$ cat config.mk
export PLATFORM = sky130hd
export DESIGN_NAME = camera_controller_flat
export DESIGN_NICKNAME = d
export VERILOG_FILES = /design/src/rtl/camera_pkg.sv /design/src/rtl/camera_controller_if.sv /design/src/rtl/trig_lut.sv /design/src/rtl/camera_controller.sv /design/src/flat_wrapper.sv
export SDC_FILE = /design/constraint.sdc
export NUM_CORES = 1
export LEC_CHECK = 0
export BUFFER_PORTS_ARGS = -buffer_cell sky130_fd_sc_hd__buf_2
export CAP_MARGIN = 20
export CORE_MARGIN = 4
export CORE_UTILIZATION = 25
export CTS_BUF_LIST = sky130_fd_sc_hd__clkbuf_4 sky130_fd_sc_hd__clkbuf_8 sky130_fd_sc_hd__clkbuf_16
export CTS_CLUSTER_SIZE = 30
export DETAILED_ROUTE_END_ITERATION = 12
export SLEW_MARGIN = 40
export SYNTH_ARGS = -nofsm -noshare
export SYNTH_HDL_FRONTEND = slang
export SYNTH_SLANG_ARGS = --single-unit
$ cat constraint.sdc
create_clock -name clk_in -period 8.9 [get_ports clk_in]
set_input_delay 0.89 -clock clk_in [delete_from_list [all_inputs] [get_ports clk_in]]
set_output_delay 0.89 -clock clk_in [all_outputs]
set_load 0.02 [all_outputs]
$ cat src/rtl/camera_pkg.sv
// Shared types and constants for the renderer camera controller.
package camera_pkg;

  localparam int FIXED_W = 32;
  localparam int FRAC    = 16;
  localparam int HEAD_W  = 6;

  typedef logic signed [FIXED_W-1:0] fixed_t;

  typedef struct packed {
    fixed_t x;
    fixed_t y;
    fixed_t z;
  } vec3_t;

  typedef struct packed {
    logic fwd;
    logic back;
    logic left;
    logic right;
    logic up;
    logic down;
    logic yaw_l;
    logic yaw_r;
  } btn_t;

  typedef enum logic [2:0] {
    ST_IDLE,
    ST_LATCH,
    ST_LUT,
    ST_MUL,
    ST_COMMIT
  } state_t;

  // Whole number to Q16.16.
  function automatic fixed_t to_fixed(input int whole);
    return fixed_t'(whole <<< FRAC);
  endfunction

endpackage

$ cat src/rtl/camera_controller_if.sv
// Button inputs and camera outputs of the camera controller.
interface camera_controller_if;
  import camera_pkg::*;

  logic                frame_done_in;
  logic                btn_fwd_in;
  logic                btn_back_in;
  logic                btn_left_in;
  logic                btn_right_in;
  logic                btn_up_in;
  logic                btn_down_in;
  logic                btn_yaw_l_in;
  logic                btn_yaw_r_in;

  fixed_t              camera_x_out;
  fixed_t              camera_y_out;
  fixed_t              camera_z_out;
  fixed_t              camera_u_x_out;
  fixed_t              camera_u_y_out;
  fixed_t              camera_u_z_out;
  fixed_t              camera_v_x_out;
  fixed_t              camera_v_y_out;
  fixed_t              camera_v_z_out;
  fixed_t              camera_fwd_x_out;
  fixed_t              camera_fwd_y_out;
  fixed_t              camera_fwd_z_out;
  logic [HEAD_W-1:0]   heading_out;
  logic                busy_out;

  modport master (
    output frame_done_in, btn_fwd_in, btn_back_in, btn_left_in, btn_right_in,
           btn_up_in, btn_down_in, btn_yaw_l_in, btn_yaw_r_in,
    input  camera_x_out, camera_y_out, camera_z_out,
           camera_u_x_out, camera_u_y_out, camera_u_z_out,
           camera_v_x_out, camera_v_y_out, camera_v_z_out,
           camera_fwd_x_out, camera_fwd_y_out, camera_fwd_z_out,
           heading_out, busy_out
  );

  modport slave (
    input  frame_done_in, btn_fwd_in, btn_back_in, btn_left_in, btn_right_in,
           btn_up_in, btn_down_in, btn_yaw_l_in, btn_yaw_r_in,
    output camera_x_out, camera_y_out, camera_z_out,
           camera_u_x_out, camera_u_y_out, camera_u_z_out,
           camera_v_x_out, camera_v_y_out, camera_v_z_out,
           camera_fwd_x_out, camera_fwd_y_out, camera_fwd_z_out,
           heading_out, busy_out
  );

endinterface

$ cat src/rtl/trig_lut.sv
// Registered sin/cos of a 64-step heading, built from a quarter-wave ROM.
module trig_lut
  import camera_pkg::*;
(
  input  logic              clk_in,
  input  logic [HEAD_W-1:0] head,
  output fixed_t            sin_p1,
  output fixed_t            cos_p1
);

  // sin(k*pi/32), k = 0..16, Q16.16 rounded to nearest.
  function automatic fixed_t quarter_rom(input logic [4:0] k);
    case (k)
      5'd0:    return 32'sd0;
      5'd1:    return 32'sd6424;
      5'd2:    return 32'sd12785;
      5'd3:    return 32'sd19024;
      5'd4:    return 32'sd25080;
      5'd5:    return 32'sd30893;
      5'd6:    return 32'sd36410;
      5'd7:    return 32'sd41576;
      5'd8:    return 32'sd46341;
      5'd9:    return 32'sd50660;
      5'd10:   return 32'sd54491;
      5'd11:   return 32'sd57798;
      5'd12:   return 32'sd60547;
      5'd13:   return 32'sd62714;
      5'd14:   return 32'sd64277;
      5'd15:   return 32'sd65220;
      5'd16:   return 32'sd65536;
      default: return 32'sd0;
    endcase
  endfunction

  // Bit 4 mirrors the quarter index, bit 5 negates the result.
  function automatic fixed_t sin_fold(input logic [HEAD_W-1:0] h);
    logic [4:0] idx;
    fixed_t     mag;
    idx = h[4] ? (5'd16 - {1'b0, h[3:0]}) : {1'b0, h[3:0]};
    mag = quarter_rom(idx);
    return h[5] ? -mag : mag;
  endfunction

  logic [HEAD_W-1:0] head_cos;
  assign head_cos = head + HEAD_W'(16);

  // Lookup stage: one-cycle registered read, cos(h) = sin(h + quarter turn).
  always_ff @(posedge clk_in) begin
    sin_p1 <= sin_fold(head);
    cos_p1 <= sin_fold(head_cos);
  end

endmodule

$ cat src/rtl/camera_controller.sv
// Per-frame camera update: heading, movement, saturating position, atomic commit.
module camera_controller
  import camera_pkg::*;
(
  input  logic               clk_in,
  input  logic               rst_in,
  camera_controller_if.slave bus
);

  typedef logic signed [FIXED_W+1:0] wide_t;

  localparam fixed_t STEP_FX      = to_fixed(1);
  localparam fixed_t FOCAL_FX     = to_fixed(150);
  localparam fixed_t POS_LIMIT_FX = to_fixed(1000);

  // Full-width signed product scaled back to Q16.16 (truncating).
  function automatic fixed_t fx_mul(input fixed_t a, input fixed_t b);
    logic signed [2*FIXED_W-1:0] prod;
    prod = a * b;
    prod = prod >>> FRAC;
    return prod[FIXED_W-1:0];
  endfunction

  // Clamp a widened sum to [-POS_LIMIT, +POS_LIMIT].
  function automatic fixed_t sat_pos(input wide_t v);
    if (v > wide_t'(POS_LIMIT_FX))  return POS_LIMIT_FX;
    if (v < -wide_t'(POS_LIMIT_FX)) return -POS_LIMIT_FX;
    return v[FIXED_W-1:0];
  endfunction

  // Signed contribution of an opposing button pair; both held cancels.
  function automatic wide_t contrib(input logic add, input logic sub, input fixed_t val);
    if (add && !sub) return wide_t'(val);
    if (sub && !add) return -wide_t'(val);
    return '0;
  endfunction

  function automatic logic [HEAD_W-1:0] next_head(input logic [HEAD_W-1:0] h,
                                                  input logic yaw_l, input logic yaw_r);
    if (yaw_r && !yaw_l) return h + HEAD_W'(1);
    if (yaw_l && !yaw_r) return h - HEAD_W'(1);
    return h;
  endfunction

  state_t            state_q, state_d;
  logic              busy;

  btn_t              btn_now;
  btn_t              btn_p0;
  logic [HEAD_W-1:0] head_p0;
  fixed_t            sin_p1, cos_p1;
  vec3_t             fwd_p2, u_p2, pos_p2;

  vec3_t             pos_q, u_q, fwd_q;
  logic [HEAD_W-1:0] head_q;

  fixed_t            step_s, step_c;
  wide_t             sum_x, sum_y, sum_z;

  assign btn_now = '{fwd:   bus.btn_fwd_in,   back:  bus.btn_back_in,
                     left:  bus.btn_left_in,  right: bus.btn_right_in,
                     up:    bus.btn_up_in,    down:  bus.btn_down_in,
                     yaw_l: bus.btn_yaw_l_in, yaw_r: bus.btn_yaw_r_in};

  // State register.
  always_ff @(posedge clk_in) begin
    if (rst_in) state_q <= ST_IDLE;
    else        state_q <= state_d;
  end

  // Fixed five-state sequence; a pulse is only accepted in IDLE.
  always_comb begin
    state_d = state_q;
    busy    = 1'b1;
    case (state_q)
      ST_IDLE: begin
        busy = 1'b0;
        if (bus.frame_done_in) state_d = ST_LATCH;
      end
      ST_LATCH:  state_d = ST_LUT;
      ST_LUT:    state_d = ST_MUL;
      ST_MUL:    state_d = ST_COMMIT;
      ST_COMMIT: state_d = ST_IDLE;
      default: begin
        state_d = ST_IDLE;
        busy    = 1'b0;
      end
    endcase
  end

  // ---- stage p0: buttons and new heading ----
  // Capture buttons and step the heading while in LATCH.
  always_ff @(posedge clk_in) begin
    if (state_q == ST_LATCH) begin
      btn_p0  <= btn_now;
      head_p0 <= next_head(head_q, btn_now.yaw_l, btn_now.yaw_r);
    end
  end

  // ---- stage p1: sin/cos of the new heading ----
  trig_lut u_trig (
    .clk_in (clk_in),
    .head   (head_p0),
    .sin_p1 (sin_p1),
    .cos_p1 (cos_p1)
  );

  // ---- stage p2: products and saturated position ----
  assign step_s = fx_mul(STEP_FX, sin_p1);
  assign step_c = fx_mul(STEP_FX, cos_p1);
  assign sum_x  = wide_t'(pos_q.x) + contrib(btn_p0.fwd, btn_p0.back, step_s)
                                   + contrib(btn_p0.right, btn_p0.left, step_c);
  assign sum_y  = wide_t'(pos_q.y) + contrib(btn_p0.up, btn_p0.down, STEP_FX);
  assign sum_z  = wide_t'(pos_q.z) + contrib(btn_p0.fwd, btn_p0.back, step_c)
                                   + contrib(btn_p0.left, btn_p0.right, step_s);

  // Register every product of the update during MUL.
  always_ff @(posedge clk_in) begin
    if (state_q == ST_MUL) begin
      fwd_p2 <= '{x: fx_mul(FOCAL_FX, sin_p1), y: '0, z: fx_mul(FOCAL_FX, cos_p1)};
      u_p2   <= '{x: cos_p1, y: '0, z: -sin_p1};
      pos_p2 <= '{x: sat_pos(sum_x), y: sat_pos(sum_y), z: sat_pos(sum_z)};
    end
  end

  // ---- commit: all camera outputs switch on one edge ----
  // Output registers; reset wins over a pending commit.
  always_ff @(posedge clk_in) begin
    if (rst_in) begin
      pos_q  <= '0;
      u_q    <= '{x: STEP_FX, y: '0, z: '0};
      fwd_q  <= '{x: '0, y: '0, z: FOCAL_FX};
      head_q <= '0;
    end else if (state_q == ST_COMMIT) begin
      pos_q  <= pos_p2;
      u_q    <= u_p2;
      fwd_q  <= fwd_p2;
      head_q <= head_p0;
    end
  end

  assign bus.camera_x_out     = pos_q.x;
  assign bus.camera_y_out     = pos_q.y;
  assign bus.camera_z_out     = pos_q.z;
  assign bus.camera_u_x_out   = u_q.x;
  assign bus.camera_u_y_out   = u_q.y;
  assign bus.camera_u_z_out   = u_q.z;
  assign bus.camera_v_x_out   = '0;
  assign bus.camera_v_y_out   = STEP_FX;
  assign bus.camera_v_z_out   = '0;
  assign bus.camera_fwd_x_out = fwd_q.x;
  assign bus.camera_fwd_y_out = fwd_q.y;
  assign bus.camera_fwd_z_out = fwd_q.z;
  assign bus.heading_out      = head_q;
  assign bus.busy_out         = busy;

endmodule

$ cat src/flat_wrapper.sv
// flat-port wrapper written by rule: the top's interface ports become plain ports
module camera_controller_flat import camera_pkg::*;
  (clk_in, rst_in, bus_frame_done_in, bus_btn_fwd_in, bus_btn_back_in, bus_btn_left_in, bus_btn_right_in, bus_btn_up_in, bus_btn_down_in, bus_btn_yaw_l_in, bus_btn_yaw_r_in, bus_camera_x_out, bus_camera_y_out, bus_camera_z_out, bus_camera_u_x_out, bus_camera_u_y_out, bus_camera_u_z_out, bus_camera_v_x_out, bus_camera_v_y_out, bus_camera_v_z_out, bus_camera_fwd_x_out, bus_camera_fwd_y_out, bus_camera_fwd_z_out, bus_heading_out, bus_busy_out);
  camera_controller_if bus_i ();
  input  logic clk_in;
  input  logic rst_in;
  input wire logic [$bits(bus_i.frame_done_in)-1:0] bus_frame_done_in;
  input wire logic [$bits(bus_i.btn_fwd_in)-1:0] bus_btn_fwd_in;
  input wire logic [$bits(bus_i.btn_back_in)-1:0] bus_btn_back_in;
  input wire logic [$bits(bus_i.btn_left_in)-1:0] bus_btn_left_in;
  input wire logic [$bits(bus_i.btn_right_in)-1:0] bus_btn_right_in;
  input wire logic [$bits(bus_i.btn_up_in)-1:0] bus_btn_up_in;
  input wire logic [$bits(bus_i.btn_down_in)-1:0] bus_btn_down_in;
  input wire logic [$bits(bus_i.btn_yaw_l_in)-1:0] bus_btn_yaw_l_in;
  input wire logic [$bits(bus_i.btn_yaw_r_in)-1:0] bus_btn_yaw_r_in;
  output wire logic [$bits(bus_i.camera_x_out)-1:0] bus_camera_x_out;
  output wire logic [$bits(bus_i.camera_y_out)-1:0] bus_camera_y_out;
  output wire logic [$bits(bus_i.camera_z_out)-1:0] bus_camera_z_out;
  output wire logic [$bits(bus_i.camera_u_x_out)-1:0] bus_camera_u_x_out;
  output wire logic [$bits(bus_i.camera_u_y_out)-1:0] bus_camera_u_y_out;
  output wire logic [$bits(bus_i.camera_u_z_out)-1:0] bus_camera_u_z_out;
  output wire logic [$bits(bus_i.camera_v_x_out)-1:0] bus_camera_v_x_out;
  output wire logic [$bits(bus_i.camera_v_y_out)-1:0] bus_camera_v_y_out;
  output wire logic [$bits(bus_i.camera_v_z_out)-1:0] bus_camera_v_z_out;
  output wire logic [$bits(bus_i.camera_fwd_x_out)-1:0] bus_camera_fwd_x_out;
  output wire logic [$bits(bus_i.camera_fwd_y_out)-1:0] bus_camera_fwd_y_out;
  output wire logic [$bits(bus_i.camera_fwd_z_out)-1:0] bus_camera_fwd_z_out;
  output wire logic [$bits(bus_i.heading_out)-1:0] bus_heading_out;
  output wire logic [$bits(bus_i.busy_out)-1:0] bus_busy_out;
  assign bus_i.frame_done_in = bus_frame_done_in;
  assign bus_i.btn_fwd_in = bus_btn_fwd_in;
  assign bus_i.btn_back_in = bus_btn_back_in;
  assign bus_i.btn_left_in = bus_btn_left_in;
  assign bus_i.btn_right_in = bus_btn_right_in;
  assign bus_i.btn_up_in = bus_btn_up_in;
  assign bus_i.btn_down_in = bus_btn_down_in;
  assign bus_i.btn_yaw_l_in = bus_btn_yaw_l_in;
  assign bus_i.btn_yaw_r_in = bus_btn_yaw_r_in;
  assign bus_camera_x_out = bus_i.camera_x_out;
  assign bus_camera_y_out = bus_i.camera_y_out;
  assign bus_camera_z_out = bus_i.camera_z_out;
  assign bus_camera_u_x_out = bus_i.camera_u_x_out;
  assign bus_camera_u_y_out = bus_i.camera_u_y_out;
  assign bus_camera_u_z_out = bus_i.camera_u_z_out;
  assign bus_camera_v_x_out = bus_i.camera_v_x_out;
  assign bus_camera_v_y_out = bus_i.camera_v_y_out;
  assign bus_camera_v_z_out = bus_i.camera_v_z_out;
  assign bus_camera_fwd_x_out = bus_i.camera_fwd_x_out;
  assign bus_camera_fwd_y_out = bus_i.camera_fwd_y_out;
  assign bus_camera_fwd_z_out = bus_i.camera_fwd_z_out;
  assign bus_heading_out = bus_i.heading_out;
  assign bus_busy_out = bus_i.busy_out;
  camera_controller u_core (.clk_in(clk_in), .rst_in(rst_in), .bus(bus_i));
endmodule
==> results.md <==
- Outcome: finished, final reports clean
- Num CTS Buffers: 67
- Max Clock Skew: 0.0300 ns
- Worst-margin pin slew: 0.884 ns
- Power Dens Cells: 356 nW/um^2
- Routed wire length: 124 mm
- Core box area: 150000 sq um
- MaxCap Viol Count: 0
- DRC violations left: 0
- # setup viols final: 0
- Crit Reg-Reg Endpoint: u_core.pos_p2[72]$_SDFFCE_PP0P_
- Achievable Freq: 139 MHz
- Switching share of power: 0.448
- Critical R2R Launch: u_core.u_trig.cos_p1[0]$_DFF_P_
- Post-synth ARST share: 0
- Seq cells post-synth: 523
- Hold Crit Class: primary input to flop
- Cts repair resizes: 0
- Area growth, synth to finish: 13.1%
- CTS H-tree lvls: 3
- Worst hold start: bus_btn_down_in
- Final Hold Fails: 0
- CP Class: flop to flop
- Ranking of synthesized cells by area: edfxtp_1, dfxtp_1, ha_1
- CP required: 9.28 ns
- Slew margin rel.: 0.409
- Final Cell Area: 42800 sq um
- Worst setup EP type: flop
- Sink Count: 523
- RSZ-0062 raised after global routing: no
- Synth top cells by count: nand2_1, inv_1, a21oi_1, ha_1, dfxtp_1
- Mapped Cells: 4308
- Area after DPL: 40400 sq um
- Setup WS post-layout: 1.69 ns
- Comb pwr share: 0.586
- Global-route wire length before repair: 185 mm
- Startpoint Class: flop
- Cell leakage power: 18.5 nW
- Hold Path Sink: u_core.btn_p0[2]$_DFFE_PP_
- Final Wtd Congestion: 0.928
- Post-synth EDFFs: 231
- Die width: 397 um
- Worst skew pair latency: 0.67 ns
- DRT antenna net count: 0
- Hold slack: 0.413 ns
- Final TNS setup: 0 ns
- Vias in the first global route: 29200
- Clock tree buffer depth: 3
- Yosys top cell by area: edfxtp_1
- Syn_area_per_cell: 8.79 sq um
- Placed cell count: 6387
- Via density: 4.65
- Die area: 158000 sq um
- Fin cells: 6514
- Area share of the largest cell type after synthesis: 0.183
- 1st-iter DRT viols: 2337
- Worst vdd rail ir drop: 350 uV
- # IOs: 402
- Clock share of power: 0.190
- TritonCTS clock tree: yes
- Tot GR Track Use: 0.153
- Cell with the most instances after synthesis: nand2_1
- Drt wl/cell: 19.1 um
- Initial Util: 0.252
- Netlist cell types: 102
- Worst Path Arrival: 7.59 ns
- Slew Limit Fails: 0
- Nets: 4956
- Initial antenna violation count: 3
- Pin count of the biggest net entering global routing: 97
- Internal cell power: 8.41 mW
- Register-to-Register Path Depth: 25
- Global route overflow: 0
- Port Buffers: 239
- CTS Root Cell: clkbuf_16
- Die Ht: 397 um
- Share of layout cells above drive strength 1: 0.0983
- CP max FO: 26
- Post-CTS Hold Buffers: 0
- Final period util: 0.810
- Synth Flop Type: dfxtp_1
- TritonRoute pass-1 iters: 6
- Mapped cell area: 37900 sq um
- Minimum clock period: 7.21 ns
- Pre-CTS WS: 1.84 ns
- Post-DP HPWL: 97.3 mm
- Synth warn: 0
- Setup repair bufs after CTS: 0
- Net Switching: 6.83 mW
- Reg-to-reg slack, setup: 1.69 ns
- Clock-pin slew on the worst setup and hold paths: 0.07 ns
- Hold path depth: 1
- Via count: 30300
- Seq/Total Area, Yosys: 0.337
- Sequential share of power: 0.225
- Row Count: 142
[through the flow]
| stage | power [mW] | util |
|---|---|---|
| 3_5_place_dp | 12.4 | 0.269 |
| 2_1_floorplan | 9.92 | - |
| 3_3_place_gp | 12.3 | 0.269 |
| 6_report | 15.2 | 0.285 |
| 4_1_cts | 15.4 | 0.285 |
| 5_1_grt | 16.6 | 0.285 |
[layer usage]
layer	track usage	routed length (um)	vias to the layer above
li1	-	-	14500
met3	0.0388	9460	154
met1	0.199	53800	14700
met5	0	17	-
met4	0.0517	3880	2
met2	0.247	57100	901
[layout by cell type (no fill, tap or decap), types with 47 or more instances in the layout]
cell type,count
a21oi_1,418
clkbuf_16,71
nand2_1,639
dfxtp_1,292
a21o_1,50
fa_1,169
buf_2,238
a22oi_1,82
nor2_1,166
nand3_1,47
xnor2_1,162
inv_1,511
edfxtp_1,231
o21ai_0,180
xor2_1,55
ha_1,334
conb_1,162
nor3_1,71
[final cells by class]
class	instances	area (sq um)
Fill cell	16000	107000
Clock inverter	28	350
Sequential cell	523	12800
Tap cell	2016	2520
Antenna cell	2	5.00
Timing Repair Buffer	269	1480
Clock buffer	95	2010
Inverter	512	1920
Multi-Input combinational cell	3069	21800
[sequential cells by signal (all words and copies together), names as in the netlist]
name	count
u_core.pos_p2	96
u_core.u_p2	64
u_core.bus.heading_out	6
u_core.bus.camera_fwd_x_out	30
u_core.u_trig.sin_p1	32
u_core.fwd_p2	59
u_core.u_trig.cos_p1	32
u_core.bus.camera_u_x_out	32
u_core.btn_p0	6
u_core.bus.camera_u_z_out	31
u_core.head_p0	6
u_core.bus.camera_z_out	32
u_core.bus.camera_fwd_z_out	30
u_core.bus.camera_y_out	32
u_core.state_q	3
u_core.bus.camera_x_out	32
[power by group through the flow]
stage	combinational (mW)	clock [mW]	sequential [mW]
3_5_place_dp	8.89	0	3.47
5_1_grt	10.0	3.07	3.45
6_report	8.93	2.89	3.43
3_3_place_gp	8.83	0	3.46
4_1_cts	8.99	2.98	3.42
2_1_floorplan	6.55	0	3.36
[worst max-delay path, stage by stage, from the launching register on]
cell	delay (ns)
dfxtp_1	0.39
inv_1	0.16
ha_1	0.34
and4_1	0.33
and3_1	0.26
and2_0	0.36
and3_1	0.29
and3_1	0.21
and2_1	0.30
a21o_1	0.17
a21oi_1	0.08
fa_1	0.55
inv_1	0.05
ha_1	0.41
a211oi_1	0.27
o21bai_1	0.15
a211oi_1	0.28
o21ai_0	0.14
a21oi_1	0.15
o31a_1	0.19
o21bai_1	0.08
a21oi_1	0.19
xor2_1	0.59
inv_1	0.20
a31oi_4	0.64
nor3_1	0.14
[cell families after synthesis]
family,count (synthesis),synth area share
adders and majority gates,503,0.200
xor gates and xnor gates,221,0.0517
DFF,523,0.337
muxes,10,0.00294
other,2,0.000198
AOI/OAI and AO/OA,972,0.157
and+or+nand+nor,1201,0.146
buffers and inverters,876,0.106
[worst max-delay path by stage]
stage	from	to	cells past startpoint
after global placement	u_core.u_trig.cos_p1[0]$_DFF_P_	u_core.pos_p2[72]$_SDFFCE_PP0P_	25
after floorplan	u_core.u_trig.sin_p1[0]$_DFF_P_	u_core.pos_p2[17]$_SDFFCE_PP0P_	28
after global routing	u_core.u_trig.cos_p1[0]$_DFF_P_	u_core.pos_p2[72]$_SDFFCE_PP0P_	26
final	u_core.u_trig.cos_p1[0]$_DFF_P_	u_core.pos_p2[72]$_SDFFCE_PP0P_	25
after detailed placement	u_core.u_trig.cos_p1[0]$_DFF_P_	u_core.pos_p2[72]$_SDFFCE_PP0P_	25
after CTS	u_core.u_trig.cos_p1[0]$_DFF_P_	u_core.pos_p2[72]$_SDFFCE_PP0P_	25
Power figures use the tool's default switching activity.
